$ cat src/rtl/axi_bridge_pkg.sv
// Constants shared by the SRAM-to-AXI bridge read and write channels.
package axi_bridge_pkg;

    localparam int unsigned AXI_ID_W    = 4;
    localparam int unsigned AXI_LEN_W   = 8;
    localparam int unsigned AXI_SIZE_W  = 3;
    localparam int unsigned AXI_BURST_W = 2;
    localparam int unsigned AXI_RESP_W  = 2;

    localparam logic [AXI_BURST_W-1:0] AXI_BURST_INCR = 2'b01;
    localparam logic [AXI_LEN_W-1:0]   AXI_LEN_SINGLE = 8'd0;
    localparam logic [AXI_RESP_W-1:0]  AXI_RESP_OKAY  = 2'b00;

    // SRAM size is log2(bytes) in two bits; AXI carries it in three.
    function automatic logic [AXI_SIZE_W-1:0] axi_size(input logic [1:0] log2_bytes);
        return {1'b0, log2_bytes};
    endfunction

endpackage

$ cat src/rtl/rd_outstanding_ctr.sv
// Per-port count of reads issued on AR whose R beat has not yet come back.
module rd_outstanding_ctr #(
    parameter int unsigned MAX_OUTSTANDING = 4
) (
    input  logic clk,
    input  logic reset,
    input  logic inc,
    input  logic dec,
    output logic full,
    output logic nonzero
);

    localparam int unsigned CNT_W = $clog2(MAX_OUTSTANDING + 1);
    localparam logic [CNT_W-1:0] CNT_MAX = CNT_W'(MAX_OUTSTANDING);

    logic [CNT_W-1:0] cnt;
    logic [CNT_W-1:0] cnt_next;
    logic             do_inc;
    logic             do_dec;

    // Saturating guards keep the count from wrapping even on misuse.
    always_comb begin
        do_inc   = inc & (cnt != CNT_MAX);
        do_dec   = dec & (cnt != '0);
        cnt_next = cnt;
        if (do_inc && !do_dec) begin
            cnt_next = cnt + CNT_W'(1);
        end else if (do_dec && !do_inc) begin
            cnt_next = cnt - CNT_W'(1);
        end
    end

    // Flags are registered from the next count so they track cnt exactly.
    always_ff @(posedge clk) begin
        if (reset) begin
            cnt     <= '0;
            full    <= 1'b0;
            nonzero <= 1'b0;
        end else begin
            cnt     <= cnt_next;
            full    <= (cnt_next == CNT_MAX);
            nonzero <= (cnt_next != '0);
        end
    end

endmodule

$ cat src/rtl/axi_rd_channel_mo.sv
// Multi-port, multi-outstanding AXI read channel: SRAM-like read masters onto one AR/R pair,
// AXI ID = port index, R beats routed back by rid.
module axi_rd_channel_mo
    import axi_bridge_pkg::*;
#(
    parameter int unsigned NUM_PORTS       = 2,
    parameter int unsigned MAX_OUTSTANDING = 4,
    parameter int unsigned ADDR_W          = 32,
    parameter int unsigned DATA_W          = 32
) (
    input  logic                          clk,
    input  logic                          reset,

    input  logic [NUM_PORTS-1:0]          sram_req,
    input  logic [NUM_PORTS-1:0]          sram_wr,
    input  logic [2*NUM_PORTS-1:0]        sram_size,
    input  logic [ADDR_W*NUM_PORTS-1:0]   sram_addr,
    output logic [NUM_PORTS-1:0]          sram_addr_ok,
    output logic [NUM_PORTS-1:0]          sram_data_ok,
    output logic [DATA_W*NUM_PORTS-1:0]   sram_rdata,
    output logic                          rd_err,

    output logic [AXI_ID_W-1:0]           arid,
    output logic [ADDR_W-1:0]             araddr,
    output logic [AXI_LEN_W-1:0]          arlen,
    output logic [AXI_SIZE_W-1:0]         arsize,
    output logic [AXI_BURST_W-1:0]        arburst,
    output logic [1:0]                    arlock,
    output logic [3:0]                    arcache,
    output logic [2:0]                    arprot,
    output logic                          arvalid,
    input  logic                          arready,

    input  logic [AXI_ID_W-1:0]           rid,
    input  logic [DATA_W-1:0]             rdata,
    input  logic [AXI_RESP_W-1:0]         rresp,
    input  logic                          rlast,
    input  logic                          rvalid,
    output logic                          rready
);

    logic [NUM_PORTS-1:0] full;
    logic [NUM_PORTS-1:0] nonzero;
    logic [NUM_PORTS-1:0] eligible;
    logic [NUM_PORTS-1:0] hit;
    logic [NUM_PORTS-1:0] dec;

    logic                 grant_vld;
    logic [AXI_ID_W-1:0]  grant_id;
    logic [ADDR_W-1:0]    grant_addr;
    logic [1:0]           grant_size;

    logic                 slot_free;
    logic                 beat;
    logic                 rid_ok;
    logic                 bad_resp;
    logic                 unused_rlast;

    assign arlen        = AXI_LEN_SINGLE;
    assign arburst      = AXI_BURST_INCR;
    assign arlock       = 2'b00;
    assign arcache      = 4'b0000;
    assign arprot       = 3'b000;
    assign unused_rlast = rlast;

    for (genvar p = 0; p < NUM_PORTS; p++) begin : g_ctr
        rd_outstanding_ctr #(
            .MAX_OUTSTANDING(MAX_OUTSTANDING)
        ) u_ctr (
            .clk     (clk),
            .reset   (reset),
            .inc     (sram_addr_ok[p]),
            .dec     (dec[p]),
            .full    (full[p]),
            .nonzero (nonzero[p])
        );
    end

    // Fixed priority: later loop iterations overwrite, so the highest eligible index wins.
    always_comb begin
        eligible   = sram_req & ~sram_wr & ~full;
        grant_vld  = 1'b0;
        grant_id   = '0;
        grant_addr = '0;
        grant_size = '0;
        for (int unsigned p = 0; p < NUM_PORTS; p++) begin
            if (eligible[p]) begin
                grant_vld  = 1'b1;
                grant_id   = AXI_ID_W'(p);
                grant_addr = sram_addr[p*ADDR_W +: ADDR_W];
                grant_size = sram_size[2*p +: 2];
            end
        end
    end

    assign slot_free = ~arvalid | arready;

    always_comb begin
        sram_addr_ok = '0;
        for (int unsigned p = 0; p < NUM_PORTS; p++) begin
            sram_addr_ok[p] = slot_free & grant_vld & (grant_id == AXI_ID_W'(p));
        end
    end

    // A beat only retires a read if its port actually has one in flight.
    always_comb begin
        beat = rvalid & rready;
        for (int unsigned p = 0; p < NUM_PORTS; p++) begin
            hit[p] = (rid == AXI_ID_W'(p));
        end
        dec      = {NUM_PORTS{beat}} & hit & nonzero;
        rid_ok   = |dec;
        bad_resp = (rresp != AXI_RESP_OKAY);
    end

    always_ff @(posedge clk) begin
        if (reset) begin
            arvalid      <= 1'b0;
            arid         <= '0;
            araddr       <= '0;
            arsize       <= '0;
            rready       <= 1'b0;
            sram_data_ok <= '0;
            sram_rdata   <= '0;
            rd_err       <= 1'b0;
        end else begin
            rready <= 1'b1;
            if (slot_free) begin
                arvalid <= grant_vld;
                if (grant_vld) begin
                    arid   <= grant_id;
                    araddr <= grant_addr;
                    arsize <= axi_size(grant_size);
                end
            end
            sram_data_ok <= dec;
            for (int unsigned p = 0; p < NUM_PORTS; p++) begin
                if (dec[p]) begin
                    sram_rdata[p*DATA_W +: DATA_W] <= rdata;
                end
            end
            rd_err <= beat & (~rid_ok | bad_resp);
        end
    end

endmodule
$ cat config.mk
export PLATFORM = sky130hd
export DESIGN_NAME = axi_rd_channel_mo
export DESIGN_NICKNAME = d
export VERILOG_FILES = /design/src/rtl/axi_bridge_pkg.sv /design/src/rtl/rd_outstanding_ctr.sv /design/src/rtl/axi_rd_channel_mo.sv
export SDC_FILE = /design/constraint.sdc
export NUM_CORES = 1
export LEC_CHECK = 0
export CAP_MARGIN = 0
export CELL_PAD_IN_SITES_DETAIL_PLACEMENT = 0
export CELL_PAD_IN_SITES_GLOBAL_PLACEMENT = 1
export CORE_ASPECT_RATIO = 1.2
export CORE_MARGIN = 2
export CORE_UTILIZATION = 25
export DETAILED_ROUTE_END_ITERATION = 8
export PLACE_DENSITY = 0.72
export SLEW_MARGIN = 20
export SYNTH_ARGS = -nofsm -noshare
export SYNTH_HDL_FRONTEND = slang
export SYNTH_HIERARCHICAL = 1
export SYNTH_SLANG_ARGS = --single-unit
$ cat constraint.sdc
create_clock -name clk -period 3 [get_ports clk]
set_clock_uncertainty 0.15 [all_clocks]
set_input_delay 0.3 -clock clk [delete_from_list [all_inputs] [get_ports clk]]
set_output_delay 0.3 -clock clk [all_outputs]
set_load 0.01 [all_outputs]
Word level (Yosys, flattened, before mapping)
Index checks and enable logic that the tools add are counted.

word-level totals
  flip-flop bits (word level) = 117
  latch bits = 0
  bits in writable memories = 0
  bits in read-only memories = 0
  input bits = 115
  output and inout port bits = 129
  logic and storage cells = 73
  memories = 0

cells by class
  add/sub/neg operators = 4
  multiply operators = 0
  div/mod/pow operators = 0
  magnitude comparators = 0
  eq/ne operators = 6
  shift operators = 0
  mux-type cells = 12
  bitwise gates (word level) = 19
  reductions and logical operators = 17

operator list
  kind                   count
  $mux W32               2
  $mux W3                4
  $reduce_bool A3 Y1     4
  $and A1 B1 Y1          9
  $and A2 B2 Y2          4
  $eq A4 B1 Y1 const B   2
  $logic_not A4 Y1       2
  $add A3 B1 Y3 const B  2
  $eq A3 B3 Y1 const B   2
  $ne A3 B3 Y1 const B   2
  $sub A3 B1 Y3 const B  2
  $logic_and A1 B1 Y1    4
  $logic_not A1 Y1       4
  $mux W1                4
  $mux W2                2
  $not A2 Y2             2
  $not A1 Y1             2
  $or A1 B1 Y1           2
  $reduce_and A2 Y1      1
  $reduce_bool A2 Y1     1
  $reduce_or A2 Y1       1

Longest topological paths before layout
  depth in word-level cells = 13
  gate-level depth with buffers = 10
  depth with buffers taken out = 7

Cells and area by module
Netlist, hierarchy kept.

modules (own cells, without submodules)
  module              times used  cells each  area each (um^2)  sequential area each (um^2)
  axi_rd_channel_mo   1           523         4969.8            2082.0
  rd_outstanding_ctr  2           42          366.6             100.1

Worst setup path after synthesis
OpenSTA, ideal clock, no wires.

  path type = input port to flip-flop
  from = input sram_wr[0]
  to = register g_ctr[0].u_ctr.full
  library setup time = 0.090 ns
  data arrival time = 2.480 ns
  required time = 2.760 ns
  slack = 0.280 ns
  stages = 9
  buffers on the path = 3
  cells stage by stage = or3b_1 buf_2 buf_1 nor3_1 buf_6 nor2_1 a311o_1 a21o_1 nor4bb_2

on the way
  longest elaborated chain between the ends = 13
  elaborated cells on any way between the ends = 14
  those cells by class = 1 x eq/ne; 4 x mux; 6 x bitwise; 3 x reduce/logical

RTL lines
  what                            RTL line                  text
  start: declaration              axi_rd_channel_mo.sv:15   input logic [NUM_PORTS-1:0] sram_wr,
  $not A2 Y2 (*)                  axi_rd_channel_mo.sv:81   eligible = sram_req & ~sram_wr & ~full;
  $and A2 B2 Y2 (*) (2 in a row)  axi_rd_channel_mo.sv:81
  $mux W1 (*) (2 in a row)        axi_rd_channel_mo.sv:87   if (eligible[p]) begin
  $and A1 B1 Y1 (*) (2 in a row)  axi_rd_channel_mo.sv:101  sram_addr_ok[p] = slot_free & grant_vld & (grant_id == AXI_ID_W'(p));
  via sram_addr_ok[0]             axi_rd_channel_mo.sv:18   output logic [NUM_PORTS-1:0] sram_addr_ok,
  $and A1 B1 Y1 (*)               rd_outstanding_ctr.sv:23  do_inc = inc & (cnt != CNT_MAX);
  $logic_not A1 Y1                rd_outstanding_ctr.sv:28  end else if (do_dec && !do_inc) begin
  $logic_and A1 B1 Y1             rd_outstanding_ctr.sv:28
  $mux W3                         rd_outstanding_ctr.sv:28
  $mux W3 (*)                     rd_outstanding_ctr.sv:26  if (do_inc && !do_dec) begin
  $eq A3 B3 Y1 (*)                rd_outstanding_ctr.sv:41  full <= (cnt_next == CNT_MAX);
  end signal: assignment          rd_outstanding_ctr.sv:41
  end: declaration                rd_outstanding_ctr.sv:9   output logic full,

Mark *: on every way through the listed nets, which the timed path passes. The rest lies on a longest branch.
A chain may end at the register's enable or synchronous reset.

Worst setup path after layout
  from = input sram_wr[1]
  to = output sram_addr_ok[1]

on the way
  longest elaborated chain between the ends = 6
  elaborated cells on any way between the ends = 8
  those cells by class = 1 x eq/ne; 2 x mux; 5 x bitwise

RTL lines
  what                                                  RTL line
  $not A2 Y2 (*)                                        axi_rd_channel_mo.sv:81
  $and A2 B2 Y2 (*) (2 in a row)                        axi_rd_channel_mo.sv:81
  $mux W1                                               axi_rd_channel_mo.sv:87
  $eq A4 B1 Y1 / $and A1 B1 Y1 (equally long branches)  axi_rd_channel_mo.sv:101
  $and A1 B1 Y1 (*)                                     axi_rd_channel_mo.sv:101
  end: declaration                                      axi_rd_channel_mo.sv:18

Mark *: on every way between the ends. The rest lies on a longest branch, timed or not.

==> qor.yml <==
outcome:
  status: "complete, no violations"
worst_setup_path:
  critPathRequiredTime_ns: 2.55
  crit_fanout: 13
  max_stage_delay_ns: 0.62
  path_cells: "clkdlybuf4s50_1, nor3b_4, nand2_1, inv_1, clkdlybuf4s50_1"
  critPathLaunchType: "primary input"
  cp.arrival_ns: 2.10
  criticalPathCategory: "in -> out"
  cpMostUsedCell: "clkdlybuf4s50_1"
  cp-end-kind: "primary output"
  cpMaxStageDelayCell: "clkdlybuf4s50_1"
route:
  vias: 5431
  drc: 0
  drt_iter0_drc: 185
  postRouteWirelength_um: 19500
  vias_per_cell: 5.02
  wl_per_cell_um: 18.1
  antenna_left: 0
  drt-pass1-iter-count: 4
synthesis:
  synthSimpleGateAreaFrac_pct: 21.6
  synth_top_family_by_area: "compound AO/OA/AOI/OAI gates"
  synth-edff-count: 0
  synth-xor-area-share_pct: 0.307
  synthMuxAreaShare_pct: 0.746
  async_flop_share_pct: 0
  ys_seq_area_share_pct: 40.0
  synth_seq_cells: 114
  yosysWarnings: 6
  synth.top_cell.area_share_pct: 40.0
  synthAdderAreaFrac_pct: 1.32
  syn-cell-area_mm2: 0.00570
  yosys-top-cells-area: "dfxtp_1 40%, a22oi_2 6.6%, or4b_2 6.0%"
  yosysUniqueCellTypes: 47
  synth_flop_cell: "dfxtp_1"
  synth_compound_area_share_pct: 25.8
  syn-mean-instance-area_um2: 9.40
  synth_top_area_cell: "dfxtp_1"
  syn_inst: 607
cts:
  cts_root_buf: "clkbuf_16"
  post_cts_resized: 0
  cts_hold_buf: 0
  clockBufferDepth: 2
  cts_setup_buffers: 0
  cts-buffers-inserted: 17
  cts.clk_slew.worst_paths_ns: 0.05
  tritoncts: "yes"
  numClockSinks: 114
  insertion_delay_ns: 0.41
  htreeDepth: 4
power_and_ir_drop:
  switching_power_mw: 1.06
  seq_power_share_pct: 36.7
  pwr-share-comb_pct: 14.8
  pwr-share-clk_pct: 48.5
  p_per_area_mw_per_mm2: 512
  leakagePower_nw: 3.00
  peakVddDrop_v: 0.000339
  p_sw_share_pct: 24.2
  power_mw: 4.40
  p_int_mw: 3.34
job:
  drv_cap: 0
global_route:
  grt_overflow: 0
  grt_use_total_pct: 16.0
  grt_max_degree: 67
  grt_pass1_wl_um: 30200
  grt_pass1_vias: 5463
  grt_antenna_before_repair: 1
timing:
  finalCritPeriodShare_pct: 85.0
  max_freq_mhz: 392
  layout_setup_ws_ns: 0.451
  rsz0062_at_grt: "false"
  slew_violations: 0
  setup_viol: 0
  final.setup.tns_ns: 0
  fin_hold_ws_ns: 0.132
  period_needed_ns: 2.55
  tightest_slew_ns: 0.658
  maxSlewHeadroom_pct: 56.1
  hold_viol: 0
final_layout:
  final_cells: 1081
  nets: 910
  drive_gt1_share_pct: 19.2
  num-fill-cells: 2245
  antennaDiodeCount: 0
  final_util_pct: 38.3
  syn2layout_area_growth_pct: 50.7
  fin_area_mm2: 0.00859
place:
  dpl_cell_area_mm2: 0.00798
  hpwl_um: 12700
  routabilityCongestion: 0.709
  numPlacedInstances: 1049
  numPortBuffers: 219
  post-place-ws_ns: 0.103
floorplan:
  die_area_mm2: 0.0240
  io_pins: 244
  die_height_um: 169
  fp.coreArea_mm2: 0.0224
  row_count: 60
  start_util_pct: 25.4
  die_x_um: 142
worst_hold_path:
  hold_path_class: "in -> reg"
## routing by layer
layer	GRT usage (%)	wire (um)
met1	18.8	8270
met3	5.50	1480
met4	4.48	217
met2	27.6	9560
met5	0	13
## path summary, 6_finish.rpt
| kind | from | to | slack [ns] | cells past startpoint |
|---|---|---|---|---|
| worst max register to register | g_ctr[1].u_ctr/full | g_ctr[1].u_ctr/full | 0.86 | 7 |
| worst min-delay path | reset | g_ctr[0].u_ctr/cnt[1] | 0.13 | 2 |
| worst min register to register | araddr[22] | araddr[22] | 0.31 | 2 |
| worst max-delay path | sram_wr[1] | sram_addr_ok[1] | 0.45 | 5 |
## worst max-delay path, delay by kind of cell
kind / cells / cell delay, ns
buffers and inverters: 3 / 1.43
AND/OR/NAND/NOR: 2 / 0.36
## layout make-up
type / count / area (um2) / share of cell area, %
multi-input cells: 405 / 2940 / 34.2
repair buffers: 240 / 2370 / 27.6
flip-flops and latches: 114 / 2280 / 26.6
clock buffers: 22 / 454 / 5.28
well taps: 279 / 349 / 4.06
clock inverters: 10 / 158 / 1.83
inverters: 11 / 41.3 / 0.480
## cell usage in the layout (no fill, tap or decap), types with 3 or more instances in the layout
cell type          n
clkdlybuf4s50_1  218
dfxtp_1          114
nand2_1           41
or4b_2            34
o31ai_1           34
nand4_1           33
o21ai_0           33
a21oi_1           33
nor4b_1           32
a31o_2            30
a22oi_2           30
conb_1            23
buf_4             19
clkbuf_16         17
nor2_1            13
inv_1             10
ha_1               6
nor2b_1            5
or3b_1             4
a22oi_1            4
a31o_1             4
clkbuf_1           4
bufinv_16          4
clkinv_2           4
o211ai_1           4
nor3_1             3
a211o_1            3
a31oi_1            3
## state kept, by name, summed over array words and instances (netlist names)
name and flops:
araddr 32, arid 1, arsize 2, arvalid 1, g_ctr.u_ctr/cnt 6, g_ctr.u_ctr/full 2, g_ctr.u_ctr/nonzero 2, rd_err 1
rready 1, sram_data_ok 2, sram_rdata 64
## kinds of logic (layout without fill, tap and decap cells)
logic type / after synthesis / after routing
compound gates: 190 / 190
simple gates: 180 / 180
flops: 114 / 114
buf+inv: 109 / 283
fa+ha+maj: 6 / 6
mux: 4 / 4
other cells: 2 / 23
xor+xnor: 2 / 2
## power by group through the flow
stage	Sequential (mW)	Clock, mW	Combinational, mW
5_1_grt	1.62	2.26	0.702
3_5_place_dp	1.64	0	0.657
3_3_place_gp	1.64	0	0.656
4_1_cts	1.61	2.20	0.659
6_report	1.61	2.13	0.652
2_1_floorplan	1.67	0	0.304
## cell usage after synthesis, drive strengths merged (3+ instances only)
cell / count
a21oi: 33
nand4: 33
a22oi: 34
o21ai: 33
nor4b: 32
or3b: 4
nor2: 13
buf: 44
o31ai: 34
nor3b: 3
nand2: 41
a31o: 34
a31oi: 3
o211ai: 4
inv: 11
nor2b: 5
a211o: 4
clkbuf: 54
nor3: 4
ha: 6
dfxtp: 114
or4b: 34
Note: power is estimated with default switching activity, not from simulation.
